$ cat src/rtl/uart_rx_pkg.sv
// rtl/uart_rx_pkg.sv - shared UART receive-path types and defaults
package uart_rx_pkg;

    typedef enum logic [1:0] {
        IDLE  = 2'd0,
        START = 2'd1,
        DATA  = 2'd2,
        STOP  = 2'd3
    } uart_state_e;

    localparam int DATA_BITS       = 8;
    localparam int DEF_SYS_CLK_FRE = 50_000_000;
    localparam int DEF_BPS         = 9_600;

endpackage

$ cat src/rtl/uart_sync.sv
// rtl/uart_sync.sv - 3-flop synchroniser with falling-edge detect, resets to 1
module uart_sync (
    input  logic clk_i,
    input  logic rst_i,
    input  logic async_i,
    output logic sync_o,
    output logic fall_o
);

    logic d0_q;
    logic d1_q;
    logic d2_q;

    // d0/d1 resolve metastability; d2 is one cycle of history for edge detection
    always_ff @(posedge clk_i) begin
        if (rst_i) begin
            d0_q <= 1'b1;
            d1_q <= 1'b1;
            d2_q <= 1'b1;
        end else begin
            d0_q <= async_i;
            d1_q <= d0_q;
            d2_q <= d1_q;
        end
    end

    assign sync_o = d1_q;
    assign fall_o = d2_q & ~d1_q;

endmodule

$ cat src/rtl/uart_rx.sv
// rtl/uart_rx.sv - 8N1 UART receiver with glitch rejection and framing-error strobe
module uart_rx
    import uart_rx_pkg::*;
#(
    parameter int SYS_CLK_FRE = DEF_SYS_CLK_FRE,
    parameter int BPS         = DEF_BPS
) (
    input  logic       sys_clk,
    input  logic       sys_rst_n,
    input  logic       uart_rxd,
    output logic [7:0] uart_data,
    output logic       uart_rx_done,
    output logic       uart_rx_err
);

    localparam int          BPS_CNT  = SYS_CLK_FRE / BPS;
    localparam logic [15:0] CNT_MAX  = 16'(BPS_CNT - 1);
    localparam logic [15:0] CNT_HALF = 16'(BPS_CNT / 2);
    localparam logic [3:0]  BITS_END = 4'(DATA_BITS);

    logic rx_sync;
    logic rx_fall;

    uart_state_e state_q, state_d;
    logic [15:0] clk_cnt_q, clk_cnt_d;
    logic [3:0]  bit_cnt_q, bit_cnt_d;
    logic [7:0]  shift_q, shift_d;
    logic [7:0]  data_q, data_d;
    logic        done_q, done_d;
    logic        err_q, err_d;

    uart_sync u_sync (
        .clk_i   (sys_clk),
        .rst_i   (sys_rst_n),
        .async_i (uart_rxd),
        .sync_o  (rx_sync),
        .fall_o  (rx_fall)
    );

    // State, counters, shift register and registered outputs
    always_ff @(posedge sys_clk) begin
        if (sys_rst_n) begin
            state_q   <= IDLE;
            clk_cnt_q <= 16'd0;
            bit_cnt_q <= 4'd0;
            shift_q   <= 8'h00;
            data_q    <= 8'h00;
            done_q    <= 1'b0;
            err_q     <= 1'b0;
        end else begin
            state_q   <= state_d;
            clk_cnt_q <= clk_cnt_d;
            bit_cnt_q <= bit_cnt_d;
            shift_q   <= shift_d;
            data_q    <= data_d;
            done_q    <= done_d;
            err_q     <= err_d;
        end
    end

    // Frame sequencing: verify start at half-bit, then sample every full bit period
    always_comb begin
        state_d   = state_q;
        clk_cnt_d = clk_cnt_q;
        bit_cnt_d = bit_cnt_q;
        shift_d   = shift_q;
        data_d    = data_q;
        done_d    = 1'b0;
        err_d     = 1'b0;

        case (state_q)
            IDLE: begin
                clk_cnt_d = 16'd0;
                bit_cnt_d = 4'd0;
                // Only an edge starts a frame, so a held-low line (break) is ignored
                if (rx_fall) begin
                    state_d = START;
                end
            end

            START: begin
                if (clk_cnt_q == CNT_HALF) begin
                    clk_cnt_d = 16'd0;
                    bit_cnt_d = 4'd0;
                    // Line back high at mid start bit means it was a glitch
                    state_d   = rx_sync ? IDLE : DATA;
                end else begin
                    clk_cnt_d = clk_cnt_q + 16'd1;
                end
            end

            DATA: begin
                if (bit_cnt_q == BITS_END) begin
                    state_d   = STOP;
                    clk_cnt_d = 16'd0;
                end else if (clk_cnt_q == CNT_MAX) begin
                    shift_d[bit_cnt_q[2:0]] = rx_sync;
                    bit_cnt_d = bit_cnt_q + 4'd1;
                    clk_cnt_d = 16'd0;
                end else begin
                    clk_cnt_d = clk_cnt_q + 16'd1;
                end
            end

            STOP: begin
                if (clk_cnt_q == CNT_MAX) begin
                    // Leave mid stop bit so the next start edge is never missed
                    state_d   = IDLE;
                    clk_cnt_d = 16'd0;
                    if (rx_sync) begin
                        data_d = shift_q;
                        done_d = 1'b1;
                    end else begin
                        err_d  = 1'b1;
                    end
                end else begin
                    clk_cnt_d = clk_cnt_q + 16'd1;
                end
            end

            default: begin
                state_d = IDLE;
            end
        endcase
    end

    assign uart_data    = data_q;
    assign uart_rx_done = done_q;
    assign uart_rx_err  = err_q;

endmodule
$ cat config.mk
export PLATFORM = sky130hd
export DESIGN_NAME = uart_rx
export DESIGN_NICKNAME = d
export VERILOG_FILES = /design/src/rtl/uart_rx_pkg.sv /design/src/rtl/uart_sync.sv /design/src/rtl/uart_rx.sv
export SDC_FILE = /design/constraint.sdc
export NUM_CORES = 1
export LEC_CHECK = 0
export ABC_AREA = 1
export BUFFER_PORTS_ARGS = -buffer_cell sky130_fd_sc_hd__buf_2
export CAP_MARGIN = 0
export CORE_MARGIN = 2
export CORE_UTILIZATION = 50
export DETAILED_ROUTE_END_ITERATION = 6
export PLACE_DENSITY = 0.74
export SYNTH_ARGS = -nofsm -noshare
export SYNTH_HDL_FRONTEND = slang
export SYNTH_HIERARCHICAL = 1
export SYNTH_SLANG_ARGS = --single-unit
$ cat constraint.sdc
create_clock -name sys_clk -period 3 [get_ports sys_clk]
set_input_delay 0.45 -clock sys_clk [delete_from_list [all_inputs] [get_ports sys_clk]]
set_output_delay 0.45 -clock sys_clk [all_outputs]
set_load 0.01 [all_outputs]
Word-level counts from Yosys, hierarchy flattened

Cells that the tools add are included.

Register bits: 43
Latch bits: 0
Memory bits (writable): 0
ROM bits: 0
Input port bits: 3
Output and inout bits: 10
Logic and storage cells: 58
Memories: 0

Add/subtract/negate cells: 2
Multiply operators: 0
Div/mod/pow operators: 0
Magnitude comparators: 2
Eq/ne operators: 12
Shift-type cells: 0
Multiplexer cells: 19
Bitwise operators: 5
Reduce and logical (&&, ||, !) cells: 8

Operator list:

| kind                  | count |
|---|---|
| $pmux 16 s4           | 1 |
| $mux 16               | 3 |
| $add 16x1->16 const B | 1 |
| $eq 16x12->1 const B  | 1 |
| $eq 16x13->1 const B  | 1 |
| $mux 4                | 3 |
| $ne 2x2->1 const B    | 6 |
| $pmux 4 s3            | 1 |
| $mux 2                | 5 |
| $bwmux 8              | 1 |
| $pmux 2 s4            | 1 |
| $reduce_and 4->1      | 2 |
| $reduce_and 3->1      | 2 |
| $add 4x1->4 const B   | 1 |
| $eq 2x2->1 const B    | 2 |
| $eq 4x4->1 const B    | 1 |
| $lt 3x4->1 const B    | 1 |
| $not 1->1             | 4 |
| $demux 1 s3           | 1 |
| $ge 3x1->1 const B    | 1 |
| $mux 1                | 3 |
| $reduce_bool 3->1     | 1 |
| $reduce_or 3->1       | 1 |
| $eq 2x1->1 const B    | 1 |
| 3 further kinds       | 3 |

Longest topological paths before layout

Gate-level depths: netlist of run 1.

Depth after elaboration: 5
Gate-level depth with buffers: 11
Depth with buffers taken out: 11

Hierarchy

The synthesis of run 1 kept the hierarchy.

By module, submodules not included:

| module    | times used | cells each | area an instance (µm²) |
|---|---|---|---|
| uart_rx   | 1          | 282        | 2,016.9 |
| uart_sync | 1          | 12         | 93.8 |

Least setup slack after synthesis of run 1

No wires, ideal clock.

Path type: register to register
From: register clk_cnt_q[0]
To: register clk_cnt_q[7]
Setup time: 0.117 ns
Arrival time: 1.500 ns
Data required time: 2.883 ns
Path slack: 1.383 ns
Stages on the path, launching flop included: 12
Buffers on the path: 1
Clock period less this slack: 1.617 ns
Cell sequence: dfxtp_1 > ha_1 > nand2_2 > clkinv_1 > nand2_1 > nor2_2 > nand2_4 > inv_4 > nor2_4 > o21ai_4 > buf_6 > nor2_2

Word-level cells in the longest chain between the ends: 4

RTL lines:

| item                                                 | line                          | text |
|---|---|---|
| start: declaration                                   | uart_rx.sv:25                 | `logic [15:0] clk_cnt_q, clk_cnt_d;` |
| start signal: assignment                             | uart_rx.sv:52                 | `clk_cnt_q <= clk_cnt_d;` |
| $add 16x1->16 / $eq 16x13->1 (equally long branches) | -                             |  |
| $mux 16                                              | uart_rx.sv:96, uart_rx.sv:106 |  |
| $mux 16                                              | uart_rx.sv:93                 | `if (bit_cnt_q == BITS_END) begin` |
| $pmux 16 s4 *                                        | uart_rx.sv:71                 | `case (state_q)` |

Every way passes the cells marked *; elsewhere a longest branch is shown, timed or not.
A chain may end at the register's enable or synchronous reset.

Worst setup path in the final report of run 1

From: register clk_cnt_q[0]
To: register data_q[0] (netlist: uart_data[0])

Word-level cells in the longest chain between the ends: 2

RTL lines:

| item                       | line           | text |
|---|---|---|
| $eq 16x13->1               | uart_rx.sv:106 | `if (clk_cnt_q == CNT_MAX) begin` |
| $reduce_and 3->1 (no line) | -              |  |
| end signal: assignment     | uart_rx.sv:55  | `data_q <= data_d;` |
| end: declaration           | uart_rx.sv:28  | `logic [7:0] data_q, data_d;` |

No other way between the ends.

==> reports/results.txt, run 1 <==
Port Buffers = 12
Cell row count = 23
CP startpoint = clk_cnt_q[0]$_SDFF_PP0_
# DRC = 0
Clock Latency Late Sink = 0.30 ns
Final #Nets = 314
Clock Tree Root = clkbuf_8
Async SR Flop Fraction = 0
Max-Cap Viols = 0
Starting Density = 0.524
Worst R2R Setup Slack = 1.07 ns
Most frequent cell after synthesis = nor2_1
Fin crit share = 0.644
Die height = 69.0 um
Crit start category = register
Vias in the first global route = 1,502
Post-DR vias/cell = 4.78
Routed Antenna Nets = 0
Worst slack, placed = 1.06 ns
CP endpoint = uart_data[0]$_SDFFE_PP0P_
Leakage = 0.937 nW
Total Neg Setup Slack = 0 ns
1st-iter DRT viols = 120
Final cell count without fillers = 357
Die Footprint = 0.00476 mm^2
Reg clk slew, reported paths = 0.07 ns
GPL Wtd Cong = 0.848
Synth area leader = dfxtp_1
Max Clock Skew = 0.00666 ns
Required @ worst endpoint = 3.19 ns
Global-route wire length before repair = 6480 um
Routed vias = 1,708
Critical R2R Launch = clk_cnt_q[0]$_SDFF_PP0_
CP Capture Type = register
Synth cell types = 27
Top cell type's share of synthesized area = 0.408
Die width = 69.0 um
Core area = 0.00403 mm^2
ANT cells = 0
Post-cts resize count = 0
WS Path Type = reg2reg
Final hold vios = 0
Status = finished clean
Synth Register Bits = 43
Final setup fails = 0
All-layer global routing usage = 0.186
Syn Nets = 301
Unrepaired setup endpoints after global routing = no
Arr. time, crit path = 2.12 ns
Power density cells = 427 mW/mm^2
Max Fclk = 518 MHz
Fraction of layout cells with a size suffix above 1 = 0.137
Mapped Area = 0.00211 mm^2
Largest net degree at the start of global routing = 21
Worst min path class = in2reg
CTS sink cnt = 43
Avg Inst Size Synth = 7.18 um^2
Slew @ Worst Pin = 0.711 ns
Placed insts = 350
Slew HR = 0.526
RR Endpoint = uart_data[0]$_SDFFE_PP0P_
Post-DP HPWL = 2780 um
Max rail drop VDD = 0.319 mV
H-tree depth = 2
First-pass iteration count of the detailed router = 4
Cts bufs inserted = 5
Initial antenna violation count = 0
Area Growth Syn to Fin = 8.18%
I/O pin total = 13
Synth cell count leaders = nor2_1 (62), nand2_1 (53), dfxtp_1 (43), inv_1 (34), nand3_1 (22)
CTS tree = built
Post-synth EDFFs = 0
Post-CTS Setup Inserts = 0
Final worst slack = 1.07 ns
Cts hold-fix bufs = 0
Clk buf depth = 2
Sequential element share of the synthesized area = 0.408
Post-Syn Instances = 294
Total Power = 974 uW
Avg WL per Cell = 10.8 um
Top cells by area, synth = dfxtp_1 (41%), nor2_1 (11%), nand2_1 (9.4%)
Fin. max-slew vios = 0
Maximum fanout along the worst path = 10
GRT Residual Overflow = 0
Final wirelength = 3860 um
Synth warn = 6
Cells on worst reg2reg path = 10
Min cycle time layout = 1.93 ns
Main synth FF type = dfxtp_1
[worst max-delay path, stage by stage (launching register included)]
cell,delay (ns)
dfxtp_1,0.39
ha_1,0.23
nand2_2,0.07
clkinv_1,0.05
nand2_1,0.05
nor2_2,0.15
nand2_4,0.10
inv_4,0.13
nand3_1,0.25
o21ai_0,0.34
nor2_1,0.07
[metal layers]
layer	global-route usage	part of all wire	vias to the layer above
met5	0	0	-
met3	0.0438	0.031	7
met2	0.282	0.42	12
met4	0.0882	0.016	0
met1	0.247	0.54	747
li1	-	-	942
[per-stage QoR]
step                cell area, um^2  hold slack (ns)   util
floorplan                      2110            0.380      -
global placement               2200            0.383  0.545
CTS                            2280            0.320  0.567
detailed placement             2200            0.393  0.545
global route                   2280            0.338  0.567
finish                         2280            0.326  0.567
[logic make-up after synthesis]
kind of cell	share of synthesized area
adder cells (fa/ha/maj)	0.0237
AO/OA/AOI/OAI	0.0634
buffers and inverters	0.0848
XOR/XNOR	0.0622
flip-flops	0.408
AND/OR/NAND/NOR	0.358
[how the worst min path moves through the flow]
stage / end / slack (ns) / from / cells past startpoint
after floorplan: u_sync/sync_o$_SDFF_PP1_ / 0.38 / u_sync/d0_q$_SDFF_PP1_ / 2
after global placement: u_sync/sync_o$_SDFF_PP1_ / 0.38 / u_sync/d0_q$_SDFF_PP1_ / 2
after detailed placement: u_sync/sync_o$_SDFF_PP1_ / 0.39 / u_sync/d0_q$_SDFF_PP1_ / 2
after CTS: u_sync/d0_q$_SDFF_PP1_ / 0.32 / uart_rxd / 3
after global routing: u_sync/d0_q$_SDFF_PP1_ / 0.34 / uart_rxd / 3
final: u_sync/d0_q$_SDFF_PP1_ / 0.33 / uart_rxd / 3
[final cells by class]
cell class / instances / area [um^2]
inverters: 37 / 141
fillers: 381 / 1750
clock inverters: 1 / 5.00
clock buffers: 6 / 82.6
multi-input cells: 208 / 1070
flip-flops and latches: 43 / 861
well taps: 50 / 62.6
repair buffers: 12 / 60.1
[placed cells by master (no fill, tap or decap), types with 3 or more instances in the layout]
master	count
nand2_1	53
nor2_2	11
nor2_1	62
o21ai_0	8
nor2_4	3
a21oi_1	4
xnor2_1	4
xor2_1	11
inv_1	34
a31oi_1	8
ha_1	4
nor3_1	4
dfxtp_1	43
clkbuf_8	6
buf_2	12
nand4_1	3
nand2_2	3
nand3_1	22
[flip-flops by register name, indices dropped and copies added (netlist names), 4 cells and up, named ones only]
register   cells
clk_cnt_q     16
shift_q        8
uart_data      8
bit_cnt_q      4
[where the power goes]
group / leakage [nW] / switching, mW / total (mW) / internal, mW
sequential: 0.347 / 0.00460 / 0.578 / 0.573
clock: 0.0470 / 0.190 / 0.371 / 0.180
combinational: 0.543 / 0.0182 / 0.0259 / 0.00775
Note: power is estimated with default switching activity, not from simulation.
==> run 2, diff against run 1 <==
- clock period: 3 -> 2 ns (I/O delays scaled with it)
==> run 2 against run 1 <==
Net effect: critical path depth increased by 1; cell count grew 1.7%; clock skew is 0.0027 ns higher; clock power up 85%; sequential power is 49% higher; worst hold slack worse by 0.13 ns; via count is 5.6% higher; total power rose by 64%; wire length rose by 1.0%; setup slack worse by 0.78 ns; critical endpoint is now clk_cnt_q[3]$_SDFF_PP0_.
==> reports/results.txt, run 2 (synthesis results as in run 1) <==
Avg WL per Cell = 10.7 um (-0.63%)
Core area = 0.00403 mm^2 (unchanged)
Cts hold-fix bufs = 0 (unchanged)
CP startpoint = clk_cnt_q[0]$_SDFF_PP0_
# DRC = 0 (unchanged)
Global-route wire length before repair = 6560 um (+1.3%)
Clock Tree Root = clkbuf_8
Final setup fails = 0 (unchanged)
Maximum fanout along the worst path = 12 (+2)
Routed Antenna Nets = 0 (unchanged)
CP Capture Type = register
Die Footprint = 0.00476 mm^2 (unchanged)
Total Power = 1.59 mW (+64%)
Cell row count = 23 (unchanged)
GRT Residual Overflow = 0 (unchanged)
Unrepaired setup endpoints after global routing = no
Fraction of layout cells with a size suffix above 1 = 0.157 (+0.0197)
Fin crit share = 0.856 (+0.212)
Clock Latency Late Sink = 0.29 ns (about the same)
Power density cells = 673 mW/mm^2 (+58%)
Starting Density = 0.524 (unchanged)
I/O pin total = 13 (unchanged)
Critical R2R Launch = clk_cnt_q[0]$_SDFF_PP0_
Worst R2R Setup Slack = 0.29 ns (-0.78 ns)
Crit start category = register
Cells on worst reg2reg path = 11 (+1)
Most frequent cells in the layout = nor2_1 (62), nand2_1 (53), dfxtp_1 (43)
ANT cells = 0 (unchanged)
Slowest stage delay, CP = 0.40 ns (about the same)
Worst min path class = in2reg
Total Neg Setup Slack = 0 ns (unchanged)
Register area = 861 um^2 (unchanged)
RR Endpoint = clk_cnt_q[3]$_SDFF_PP0_
Status = finished clean
Area Growth Syn to Fin = 12.2%
Max Clock Skew = 0.00936 ns (+0.00270 ns)
Reg clk slew, reported paths = 0.07 ns (about the same)
Max FFs per register = 16 (unchanged)
Largest net degree at the start of global routing = 18 (-14%)
Fin. max-slew vios = 0 (unchanged)
Final wirelength = 3900 um (+1.0%)
Leading cell type in the layout, fill and taps excluded = nor2_1
Max rail drop VDD = 0.420 mV (+32%)
Slowest CP cell = dfxtp_1
Die height = 69.0 um (unchanged)
Cts bufs inserted = 5 (unchanged)
Final #Nets = 319 (+1.6%)
Fillcell total = 390 (+2.4%)
CTS tree = built
Clk buf depth = 2 (unchanged)
Arr. time, crit path = 1.89 ns (-0.23 ns)
Vias in the first global route = 1,560 (+3.9%)
All-layer global routing usage = 0.184 (-0.00139)
Final worst slack = 0.289 ns (-0.779 ns)
Multi-input combinational cell area = 0.00108 mm^2 (+0.47%)
First-pass iteration count of the detailed router = 4 (unchanged)
Min cycle time layout = 1.71 ns (-0.221 ns)
Max Fclk = 584 MHz (+13%)
Initial antenna violation count = 0 (unchanged)
H-tree depth = 2 (unchanged)
Routed vias = 1,804 (+5.6%)
Leakage = 0.980 nW (+4.6%)
Most common cell on crit path = nand2_2
Final hold vios = 0 (unchanged)
Worst slack, placed = 0.0946 ns (-0.964 ns)
Die width = 69.0 um (unchanged)
CTS sink cnt = 43 (unchanged)
Crit-path cells = ha_1 -> nand2_2 -> clkinv_1 -> nand2_1 -> nor2_2 -> nand2_4 -> nand2_2 -> nand2_2 -> o21ai_4 -> buf_12 -> nor2_2
CP endpoint = clk_cnt_q[3]$_SDFF_PP0_
Required @ worst endpoint = 2.18 ns (-1.01 ns)
WS Path Type = reg2reg
Post-DP HPWL = 2810 um (+1.2%)
Slew @ Worst Pin = 0.461 ns (-0.250 ns)
GPL Wtd Cong = 0.832 (-2.0%)
Slew HR = 0.692 (+0.167)
1st-iter DRT viols = 109 (-9.2%)
Max-Cap Viols = 0 (unchanged)
Post-DR vias/cell = 4.97 (+3.9%)
Port Buffers = 12 (unchanged)
Largest Register = clk_cnt_q
## run 2: repair_timing
item,in CTS,in global routing
setup buffers,0,2
endpoints found under the setup margin,0,19
resized for setup,0,2
## run 2: area by class of cell
type / count / share of cell area
clock inverters: 2 / 0.0148
inverters: 37 / 0.0597
clock buffers: 6 / 0.0349
well taps: 50 / 0.0264
flip-flops and latches: 43 / 0.363
repair buffers: 17 / 0.0465
multi-input cells: 208 / 0.454
## run 2: worst min path at each step
stage	startpoint	to	slack [ns]	cells past startpoint
2_1_floorplan	u_sync/d0_q$_SDFF_PP1_	u_sync/sync_o$_SDFF_PP1_	0.38	2
3_3_place_gp	u_sync/d0_q$_SDFF_PP1_	u_sync/sync_o$_SDFF_PP1_	0.38	2
3_5_place_dp	u_sync/d0_q$_SDFF_PP1_	u_sync/sync_o$_SDFF_PP1_	0.39	2
4_1_cts	uart_rxd	u_sync/d0_q$_SDFF_PP1_	0.18	3
5_1_grt	uart_rxd	u_sync/d0_q$_SDFF_PP1_	0.21	3
6_report	uart_rxd	u_sync/d0_q$_SDFF_PP1_	0.19	3
## run 2: critical path: cells and delay by family (launching register included)
kind,cells,cell delay [ns]
AOI/OAI and AO/OA,1,0.19
adders and majority gates,1,0.22
buffers and inverters,2,0.22
DFF,1,0.40
and+or+nand+nor,7,0.57
## run 2: per-stage QoR
step	instance area, um^2	util	hold slack (ns)	cells
6_report	2370	0.588	0.192	363
5_1_grt	2370	0.588	0.207	363
4_1_cts	2340	0.580	0.181	361
3_5_place_dp	2220	0.551	0.395	353
3_3_place_gp	2220	0.551	0.381	353
2_1_floorplan	2110	-	0.380	294
## run 2: report_power, final
| part | total, mW | internal [mW] | switching (mW) |
|---|---|---|---|
| combinational | 0.0442 | 0.0133 | 0.0309 |
| sequential | 0.863 | 0.860 | 0.00368 |
| clock | 0.687 | 0.404 | 0.283 |
## run 2: layer usage
metal | global-route usage | part of all wire | vias to the layer above
met2 | 0.305 | 0.46 | 31
met1 | 0.227 | 0.48 | 813
met5 | 0 | 0 | -
li1 | - | - | 953
met3 | 0.0406 | 0.044 | 7
met4 | 0.0858 | 0.021 | 0
==> run 3, diff against run 2 <==
- clock period: 2 -> 1.95 ns (I/O delays scaled with it)
==> run 3 against run 2 <==
Net effect: cell area shrank 0.74%; sequential share of layout area grew 0.27 points; flip-flop and latch count is the same; non-clock buffer count is the same; first-iteration DRC count shrank 27%; clock power shrank 12%; sequential power grew 2.5%; total power shrank 3.6%; via count shrank 2.5%; cell count is the same; clock skew shrank 0.0049 ns; largest cell class unchanged.
==> reports/results.txt, run 3 (synthesis results as in run 1) <==
Status = finished clean
Fin crit share = 0.896 (+0.0401)
Worst min path class = in2reg
Critical R2R Launch = clk_cnt_q[0]$_SDFF_PP0_
GRT Residual Overflow = 0 (unchanged)
I/O pin total = 13 (unchanged)
Arr. time, crit path = 1.93 ns (+0.04 ns)
CTS sink cnt = 43 (unchanged)
Avg WL per Cell = 10.6 um (-1.6%)
Crit start category = register
Max rail drop VDD = 0.471 mV (+12%)
Most common cell on crit path = nand2_2
Die width = 69.0 um (unchanged)
Combinational share of power = 0.029 (about the same)
CP Depth = 11 (unchanged)
RR Endpoint = clk_cnt_q[2]$_SDFF_PP0_
Unrepaired setup endpoints after global routing = no
Max-Cap Viols = 0 (unchanged)
Post-DR vias/cell = 4.85 (-2.5%)
Leading cell type in the layout, fill and taps excluded = nor2_1
CTS tree = built
Final wirelength = 3840 um (-1.6%)
Reg clk slew, reported paths = 0.07 ns (about the same)
Slowest CP cell = dfxtp_1
Min cycle time layout = 1.75 ns (+0.0354 ns)
Fraction of layout cells with a size suffix above 1 = 0.153 (-0.00319)
Power density cells = 653 mW/mm^2 (-2.9%)
Largest net degree at the start of global routing = 18 (unchanged)
1st-iter DRT viols = 80 (-27%)
Port Buffers = 12 (unchanged)
Net Sw Power = 318 uW (+0.14%)
Fin. max-slew vios = 0 (unchanged)
Finished Core Util = 0.584 (-0.00435)
Routed Antenna Nets = 0 (unchanged)
Cells on worst reg2reg path = 11 (unchanged)
CP Capture Type = register
# DRC = 0 (unchanged)
Slew HR = 0.703 (+0.0103)
Area Growth Syn to Fin = 11.4%
Total Power = 1.54 mW (-3.6%)
Hold Startpoint = uart_rxd
Final #Nets = 319 (unchanged)
Crit-path cells = ha_1 -> nand2_2 -> clkinv_1 -> nand2_1 -> nor2_2 -> nand2_4 -> nand2_2 -> nand2_2 -> o21ai_4 -> buf_4 -> nor2_2
Pint = 1.22 mW (-4.6%)
ANT cells = 0 (unchanged)
Clock power share = 0.394 (-0.037)
Final hold vios = 0 (unchanged)
Post-DP HPWL = 2840 um (+0.91%)
All-layer global routing usage = 0.183 (-0.00155)
CP endpoint = clk_cnt_q[2]$_SDFF_PP0_
Vias in the first global route = 1,517 (-2.8%)
H-tree depth = 2 (unchanged)
Hold_ws = 0.177 ns (-0.0142 ns)
Core area = 0.00403 mm^2 (unchanged)
WS Path Type = reg2reg
Starting Density = 0.524 (unchanged)
Die height = 69.0 um (unchanged)
Worst slack, placed = 0.0104 ns (-0.0842 ns)
Clock Latency Late Sink = 0.29 ns (about the same)
Die Footprint = 0.00476 mm^2 (unchanged)
Total Neg Setup Slack = 0 ns (unchanged)
Max Fclk = 573 MHz (-2.0%)
Global-route wire length before repair = 6440 um (-1.9%)
CP delay by family, top = simple AND/OR/NAND/NOR gates
Max FFs per register = 16 (unchanged)
Initial antenna violation count = 0 (unchanged)
Fillcell total = 404 (+3.6%)
Worst R2R Setup Slack = 0.20 ns (-0.09 ns)
Max Clock Skew = 0.00449 ns (-0.00487 ns)
Slew @ Worst Pin = 0.446 ns (-0.0154 ns)
Routed vias = 1,759 (-2.5%)
Required @ worst endpoint = 2.14 ns (-0.04 ns)
Largest Register = clk_cnt_q
Slowest stage delay, CP = 0.40 ns (about the same)
First-pass iteration count of the detailed router = 4 (unchanged)
Cts bufs inserted = 5 (unchanged)
Switching Share = 0.207 (+0.00781)
Final worst slack = 0.203 ns (-0.0854 ns)
Buf+Inv Stages, Crit Path = 2 (unchanged)
Final setup fails = 0 (unchanged)
GPL Wtd Cong = 0.788 (-5.3%)
Clock Tree Root = clkbuf_8
Reg power frac = 0.576 (+0.034)
Leakage = 0.971 nW (-0.99%)
Clk buf depth = 2 (unchanged)
Most frequent cells in the layout = nor2_1 (62), nand2_1 (53), dfxtp_1 (43)
Cell row count = 23 (unchanged)
Maximum fanout along the worst path = 6 (-6)
CP startpoint = clk_cnt_q[0]$_SDFF_PP0_
run 3: cell types whose count changed in the layout (fill, tap and decap cells not counted), sizes merged:
cell / delta
clkbuf: +2
clkinv: -1
bufinv: -1
run 3: worst min path at each step:
stage / end / slack [ns] / cells after the start
after global placement: u_sync/sync_o$_SDFF_PP1_ / 0.38 / 2
after floorplan: u_sync/sync_o$_SDFF_PP1_ / 0.38 / 2
after global routing: u_sync/d0_q$_SDFF_PP1_ / 0.17 / 3
final: u_sync/d0_q$_SDFF_PP1_ / 0.18 / 3
after CTS: u_sync/d0_q$_SDFF_PP1_ / 0.17 / 3
after detailed placement: u_sync/sync_o$_SDFF_PP1_ / 0.40 / 2
run 3: layout make-up:
class | count | area [um^2] | share of cell area
Multi-Input combinational cell | 208 | 1080 | 0.458
Sequential cell | 43 | 861 | 0.366
Inverter | 37 | 141 | 0.0601
Timing Repair Buffer | 17 | 110 | 0.0468
Clock buffer | 8 | 100 | 0.0426
Tap cell | 50 | 62.6 | 0.0266
run 3: through the flow:
step / std cells / instance area [um^2]
detailed placement: 353 / 2220
global placement: 353 / 2220
global route: 363 / 2350
finish: 363 / 2350
CTS: 363 / 2350
floorplan: 294 / 2110
run 3: routing by layer:
layer	vias up	routed length (um)	track usage
met5	-	0	0
met4	0	57	0.0882
met3	5	99	0.0438
met2	12	1800	0.296
met1	794	1890	0.228
li1	948	-	-
run 3: power groups by stage:
stage | registers [mW] | logic [mW] | clock network [mW]
after CTS | 0.885 | 0.0450 | 0.626
after floorplan | 0.905 | 0.0369 | 0
after global routing | 0.886 | 0.0511 | 0.662
after detailed placement | 0.906 | 0.0442 | 0
after global placement | 0.906 | 0.0441 | 0
final | 0.885 | 0.0449 | 0.606
run 3: worst reg2reg max path, stage by stage, from the launching register on:
cell	delay, ns
dfxtp_1	0.40
ha_1	0.23
nand2_2	0.07
clkinv_1	0.05
nand2_1	0.05
nor2_2	0.14
nand2_4	0.10
nand2_2	0.10
nand2_2	0.08
o21ai_4	0.18
buf_4	0.20
nor2_2	0.04
run 3: repair_timing:
item,4_1_cts,5_1_grt
endpoints found under the setup margin,1,8
hold buffers,0,0
setup buffers,2,0
pin swaps,1,0
resized for setup,0,2
